## src/rtl/serial_master_port.sv

```systemverilog
// Master-side serial bus controller: one parallel host request becomes a full bus transaction.
// Optional ACK/read-data timeout is built when SERIAL_MASTER_PORT_TIMEOUT_EN is defined.
module serial_master_port #(
    parameter int unsigned ADDR_WIDTH  = 16,
    parameter int unsigned DATA_WIDTH  = 8
`ifdef SERIAL_MASTER_PORT_TIMEOUT_EN
    ,
    parameter int unsigned ACK_TIMEOUT = 64
`endif
) (
    input  logic                  clk,
    input  logic                  rstn,
    input  logic                  req_valid,
    output logic                  req_ready,
    input  logic                  req_write,
    input  logic [ADDR_WIDTH-1:0] req_addr,
    input  logic [DATA_WIDTH-1:0] req_wdata,
    output logic                  resp_valid,
    output logic [DATA_WIDTH-1:0] resp_rdata,
    output logic                  resp_err,
    output logic                  m_breq,
    input  logic                  m_bgrant,
    input  logic                  m_split,
    input  logic                  m_ack,
    output logic                  m_mode,
    output logic                  m_wvalid,
    output logic                  m_wdata,
    input  logic                  m_rvalid,
    input  logic                  m_rdata
);

    localparam int unsigned MAX_W = (ADDR_WIDTH > DATA_WIDTH) ? ADDR_WIDTH : DATA_WIDTH;
    localparam int unsigned CW    = $clog2(MAX_W + 1);

    localparam logic [2:0] IDLE     = 3'd0;
    localparam logic [2:0] REQ      = 3'd1;
    localparam logic [2:0] ADDR     = 3'd2;
    localparam logic [2:0] ACK_WAIT = 3'd3;
    localparam logic [2:0] WDATA    = 3'd4;
    localparam logic [2:0] RDATA    = 3'd5;
    localparam logic [2:0] SPLIT    = 3'd6;
    localparam logic [2:0] DONE     = 3'd7;

    logic [2:0]            state_q, state_d;
    logic [CW-1:0]         cnt_q, cnt_d;
    logic [ADDR_WIDTH-1:0] addr_q, addr_d;
    logic [DATA_WIDTH-1:0] wdata_q, wdata_d;
    logic [DATA_WIDTH-1:0] rdata_q, rdata_d;
    logic                  write_q, write_d;
    logic                  err_c;

    logic                  req_ready_d, resp_valid_d, resp_err_d;
    logic [DATA_WIDTH-1:0] resp_rdata_d;
    logic                  m_breq_d, m_mode_d, m_wvalid_d, m_wdata_d;

`ifdef SERIAL_MASTER_PORT_TIMEOUT_EN
    localparam int unsigned TW = $clog2(ACK_TIMEOUT + 1);
    logic [TW-1:0] tmo_q, tmo_d;
`endif

    // Next-state, shift registers and registered-output values derived from the next state
    always_comb begin
        state_d = state_q;
        cnt_d   = cnt_q;
        addr_d  = addr_q;
        wdata_d = wdata_q;
        rdata_d = rdata_q;
        write_d = write_q;
        err_c   = 1'b0;

        case (state_q)
            IDLE: begin
                if (req_valid) begin
                    addr_d  = req_addr;
                    wdata_d = req_wdata;
                    write_d = req_write;
                    rdata_d = '0;
                    cnt_d   = '0;
                    state_d = REQ;
                end
            end
            REQ: begin
                if (m_bgrant) begin
                    cnt_d   = '0;
                    state_d = ADDR;
                end
            end
            ADDR: begin
                if (!m_bgrant) begin
                    err_c   = 1'b1;
                    state_d = DONE;
                end else if (cnt_q == CW'(ADDR_WIDTH - 1)) begin
                    cnt_d   = '0;
                    state_d = ACK_WAIT;
                end else begin
                    cnt_d  = cnt_q + CW'(1);
                    addr_d = addr_q >> 1;
                end
            end
            ACK_WAIT: begin
                if (m_ack) begin
                    cnt_d   = '0;
                    state_d = write_q ? WDATA : RDATA;
                end
            end
            WDATA: begin
                if (!m_bgrant) begin
                    err_c   = 1'b1;
                    state_d = DONE;
                end else if (cnt_q == CW'(DATA_WIDTH - 1)) begin
                    state_d = DONE;
                end else begin
                    cnt_d   = cnt_q + CW'(1);
                    wdata_d = wdata_q >> 1;
                end
            end
            RDATA: begin
                // A split before the first bit takes priority over a coincident read strobe
                if (m_split && (cnt_q == '0)) begin
                    state_d = SPLIT;
                end else if (m_rvalid) begin
                    rdata_d = {m_rdata, rdata_q[DATA_WIDTH-1:1]};
                    if (cnt_q == CW'(DATA_WIDTH - 1)) begin
                        state_d = DONE;
                    end else begin
                        cnt_d = cnt_q + CW'(1);
                    end
                end
            end
            SPLIT: begin
                if (!m_split && m_bgrant) begin
                    state_d = RDATA;
                end
            end
            DONE:    state_d = IDLE;
            default: state_d = IDLE;
        endcase

`ifdef SERIAL_MASTER_PORT_TIMEOUT_EN
        tmo_d = '0;
        if ((state_d == state_q) && ((state_q == ACK_WAIT) || (state_q == RDATA))) begin
            if ((state_q == RDATA) && m_rvalid) begin
                tmo_d = '0;
            end else if (tmo_q == TW'(ACK_TIMEOUT - 1)) begin
                err_c   = 1'b1;
                state_d = DONE;
            end else begin
                tmo_d = tmo_q + TW'(1);
            end
        end
`endif

        req_ready_d  = (state_d == IDLE);
        resp_valid_d = (state_d == DONE);
        resp_err_d   = (state_d == DONE) && err_c;
        resp_rdata_d = ((state_d == DONE) && !write_q) ? rdata_d : '0;
        m_breq_d     = (state_d != IDLE) && (state_d != DONE);
        m_mode_d     = m_breq_d && (state_d != REQ) && write_q;
        m_wvalid_d   = (state_d == ADDR) || (state_d == WDATA);
        m_wdata_d    = (state_d == ADDR)  ? addr_d[0]  :
                       (state_d == WDATA) ? wdata_d[0] : 1'b0;
    end

    always_ff @(posedge clk or negedge rstn) begin
        if (!rstn) begin
            state_q    <= IDLE;
            cnt_q      <= '0;
            addr_q     <= '0;
            wdata_q    <= '0;
            rdata_q    <= '0;
            write_q    <= 1'b0;
            req_ready  <= 1'b1;
            resp_valid <= 1'b0;
            resp_err   <= 1'b0;
            resp_rdata <= '0;
            m_breq     <= 1'b0;
            m_mode     <= 1'b0;
            m_wvalid   <= 1'b0;
            m_wdata    <= 1'b0;
        end else begin
            state_q    <= state_d;
            cnt_q      <= cnt_d;
            addr_q     <= addr_d;
            wdata_q    <= wdata_d;
            rdata_q    <= rdata_d;
            write_q    <= write_d;
            req_ready  <= req_ready_d;
            resp_valid <= resp_valid_d;
            resp_err   <= resp_err_d;
            resp_rdata <= resp_rdata_d;
            m_breq     <= m_breq_d;
            m_mode     <= m_mode_d;
            m_wvalid   <= m_wvalid_d;
            m_wdata    <= m_wdata_d;
        end
    end

`ifdef SERIAL_MASTER_PORT_TIMEOUT_EN
    always_ff @(posedge clk or negedge rstn) begin
        if (!rstn) begin
            tmo_q <= '0;
        end else begin
            tmo_q <= tmo_d;
        end
    end
`endif

endmodule

```

## config.mk

```make
export PLATFORM = sky130hd
export DESIGN_NAME = serial_master_port
export DESIGN_NICKNAME = d
export VERILOG_FILES = /design/src/rtl/serial_master_port.sv
export SDC_FILE = /design/constraint.sdc
export NUM_CORES = 1
export LEC_CHECK = 0
export ABC_AREA = 1
export BUFFER_PORTS_ARGS = -buffer_cell sky130_fd_sc_hd__buf_2
export CORE_ASPECT_RATIO = 1.5
export CORE_MARGIN = 5
export CORE_UTILIZATION = 56
export DETAILED_ROUTE_END_ITERATION = 10
export HOLD_SLACK_MARGIN = 0.1
export PLACE_DENSITY = 0.87
export SLEW_MARGIN = 30
export SYNTH_ARGS = -nofsm -noshare
export SYNTH_HDL_FRONTEND = slang
export SYNTH_SLANG_ARGS = --single-unit
```

## constraint.sdc

```tcl
create_clock -name clk -period 2.8 [get_ports clk]
set_clock_uncertainty 0.1 [all_clocks]
set_input_delay 0.42 -clock clk [delete_from_list [all_inputs] [get_ports clk]]
set_output_delay 0.42 -clock clk [all_outputs]
set_load 0.1 [all_outputs]
```

==> results.toml <==
[status]
status = "completed"

[floorplan]
die_area_sq_um = 6580
start_util_pct = 58.1
die_w_um = 67.9
placementRows = 31
core_sq_um = 4850
io_pins = 48
fp.dieH_um = 96.9

[synthesis]
ys_seq_elements = 56
ys_seq_area_share_pct = 49.8
netlist_instances = 317
ys_types = 34
synth_fa_ha_area_share_pct = 1.78
synth_nets = 354
syn_avg_cell_area_sq_um = 8.88
ys.flop_type = "dfrtp_1"
synth_top_family_by_area = "simple AND/OR/NAND/NOR gates"
yosys.area_share.simple_pct = 27.5
yosys_warnings = 0
synth-compound-area-share_pct = 11.7
synthArstFlopShare_pct = 100
synth-xor-area-share_pct = 0.311
synthMuxAreaShare_pct = 0
syn_area_sq_um = 2820
synth_edf_count = 0

[clock_network]
cts.sinks = 56
ctsResizeCount = 0
cts.root.buffer_cell = "clkbuf_8"
clk_path_buf_depth = 2
cts_tree = "built"
post_cts_buffers = 0
cts_buffers = 5
clock_latency_ns = 0.32
htree_levels = 2
postCtsHoldBufs = 1
cts.reportedPaths.clkPinSlew_ns = 0.11

[layout]
layout_commonest_cell = "nand2_1"
nFillCells = 403
final_cell_mix = "nand2_1 (81), dfrtp_1 (55), buf_2 (47), inv_1 (40)"
antenna_cells = 0
drive_gt1_share_pct = 29.0
final_cells = 435
nets = 405
synthToLayoutAreaGrowth_pct = 13.9

[detailed_routing]
num_vias = 2272
wl_per_cell_um = 13.6
wirelength_mm = 5.93
first_pass_iters = 4
drc_errors = 0
vias_per_cell = 5.22
first_iter_violations = 152
ant_nets = 0

[place]
io_buffer_count = 47
dpl.cell_count = 426
hpwl_mm = 4.61
place_congestion = 0.866

[timing]
slew_headroom_pct = 67.6
setup_viol = 0
slew_violations = 0
tightestPinTransition_ns = 0.490
hold_violations = 0
timing.fmax_ghz = 0.458
setup_tns_ns = 0
finalCritPeriodShare_pct = 78.0
rsz0062_at_grt = "no"
min_period_ns = 2.18

[critical_path]
startpoint_type = "flop"
worstSetupPathType = "reg -> reg"
worst_setup_path_end_kind = "flop"
crit_path_top_delay_cell = "dfrtp_1"
crit_path_max_incr_delay_ns = 0.42
crit_fanout = 6
cp.arrival_ns = 2.33
reg2reg_setup_slack_ns = 0.62
critPathRequiredTime_ns = 2.95
path_cells = "ha_1, nand2_1, nor2_1, ha_1, inv_1, nand2_2, nand3_1, nand2_1, nor2_1, nand3_1, nand2_1, nor2_1, a21oi_1"

[pwr]
irDropWorstVdd_v = 0.000648
powerDensity_nw_per_um2 = 1030
finalPower_w = 0.00330
p_leak_nw = 1.66

[global_routing]
grt_pass1_vias = 2363
gr-total-overflow = 0
grt_max_degree = 32
antenna_found_initial = 0
grt_use_total_pct = 20.0
grt_first_pass_wirelength_mm = 10.2

[flow_run]
max_cap_violations = 0

[hold_path]
hold_path.class = "in -> reg"
-- path summary, 6_finish.rpt --
kind / from / endpoint / cells after the start
max: cnt_q[0] / m_breq / 13
min: req_wdata[3] / wdata_q[3] / 3
max reg2reg: cnt_q[0] / m_breq / 13
min reg2reg: addr_q[5] / addr_q[5] / 2
max in group asynchronous: rstn / resp_rdata[3] / 3
min in group asynchronous: rstn / write_q / 3
-- cell type report --
type	count	area, sq um	share of cell area (%)
multi-input combinational	203	1160	36.2
clock buffer	5	68.8	2.15
timing repair buffer	50	260	8.12
tap	66	82.6	2.58
clock inverter	3	26.3	0.819
sequential	56	1400	43.7
inverter	52	205	6.40
-- where the power goes --
group / switching (W) / internal [W] / total (W)
clock network: 0.000281 / 0.000182 / 0.000463
registers: 0.000148 / 0.00106 / 0.00120
logic: 0.00118 / 0.000450 / 0.00163
total: 0.00161 / 0.00169 / 0.00330
-- cell families (layout without fill, tap and decap cells) --
group                      Yosys count  after routing
buffers and inverters               58            110
DFF                                 56             56
adders and majority gates            4              4
xor gates and xnor gates             1              1
AOI/OAI and AO/OA                   48             48
and+or+nand+nor                    150            150
-- critical path, delay by kind of cell, from the launching register on --
kind            cells  cell delay (ns)
fa+ha+maj           2             0.43
flops               1             0.42
simple gates        9             0.91
buf+inv             1             0.13
compound gates      1             0.12
-- synthesized netlist by cell type (3+ instances only) --
library cell   n  area [sq um]
ha_1           4          50.1
inv_1         40           150
nand2_1       81           304
dfrtp_1       55          1380
nand2_2        7          43.8
nand3_4        4          70.1
nor2_2        15          93.8
a21oi_1        7          35.0
o22ai_1        8          50.1
nand3_1       15          75.1
nor2_1        15          56.3
inv_2          8          30.0
nand2_4        4          45.0
o221ai_1       6          52.6
a22oi_1       14           105
o21ai_0        6          30.0
o21ai_1        3          15.0
-- through the flow --
| step | util [%] | hold slack, ns | setup WS [ns] | cell area (sq um) |
|---|---|---|---|---|
| 2_1_floorplan | - | 0.0244 | 0.853 | 2820 |
| 3_3_place_gp | 64.0 | 0.336 | 0.757 | 3100 |
| 3_5_place_dp | 64.0 | 0.341 | 0.669 | 3100 |
| 4_1_cts | 66.1 | 0.197 | 0.636 | 3210 |
| 5_1_grt | 66.1 | 0.198 | 0.379 | 3210 |
| 6_report | 66.1 | 0.205 | 0.616 | 3210 |
-- state kept, by name, summed over array words and instances (netlist names), 3 cells and up --
name and count:
resp_rdata 8, addr_q 16, state_q 3, wdata_q 8
cnt_q 5, rdata_q 8
-- routing by layer --
metal | global-route usage [%] | wire (um)
met5 | 0 | 0
met4 | 9.49 | 150
met2 | 34.5 | 3200
met3 | 3.48 | 181
met1 | 23.1 | 2400
Power figures use the tool's default switching activity.
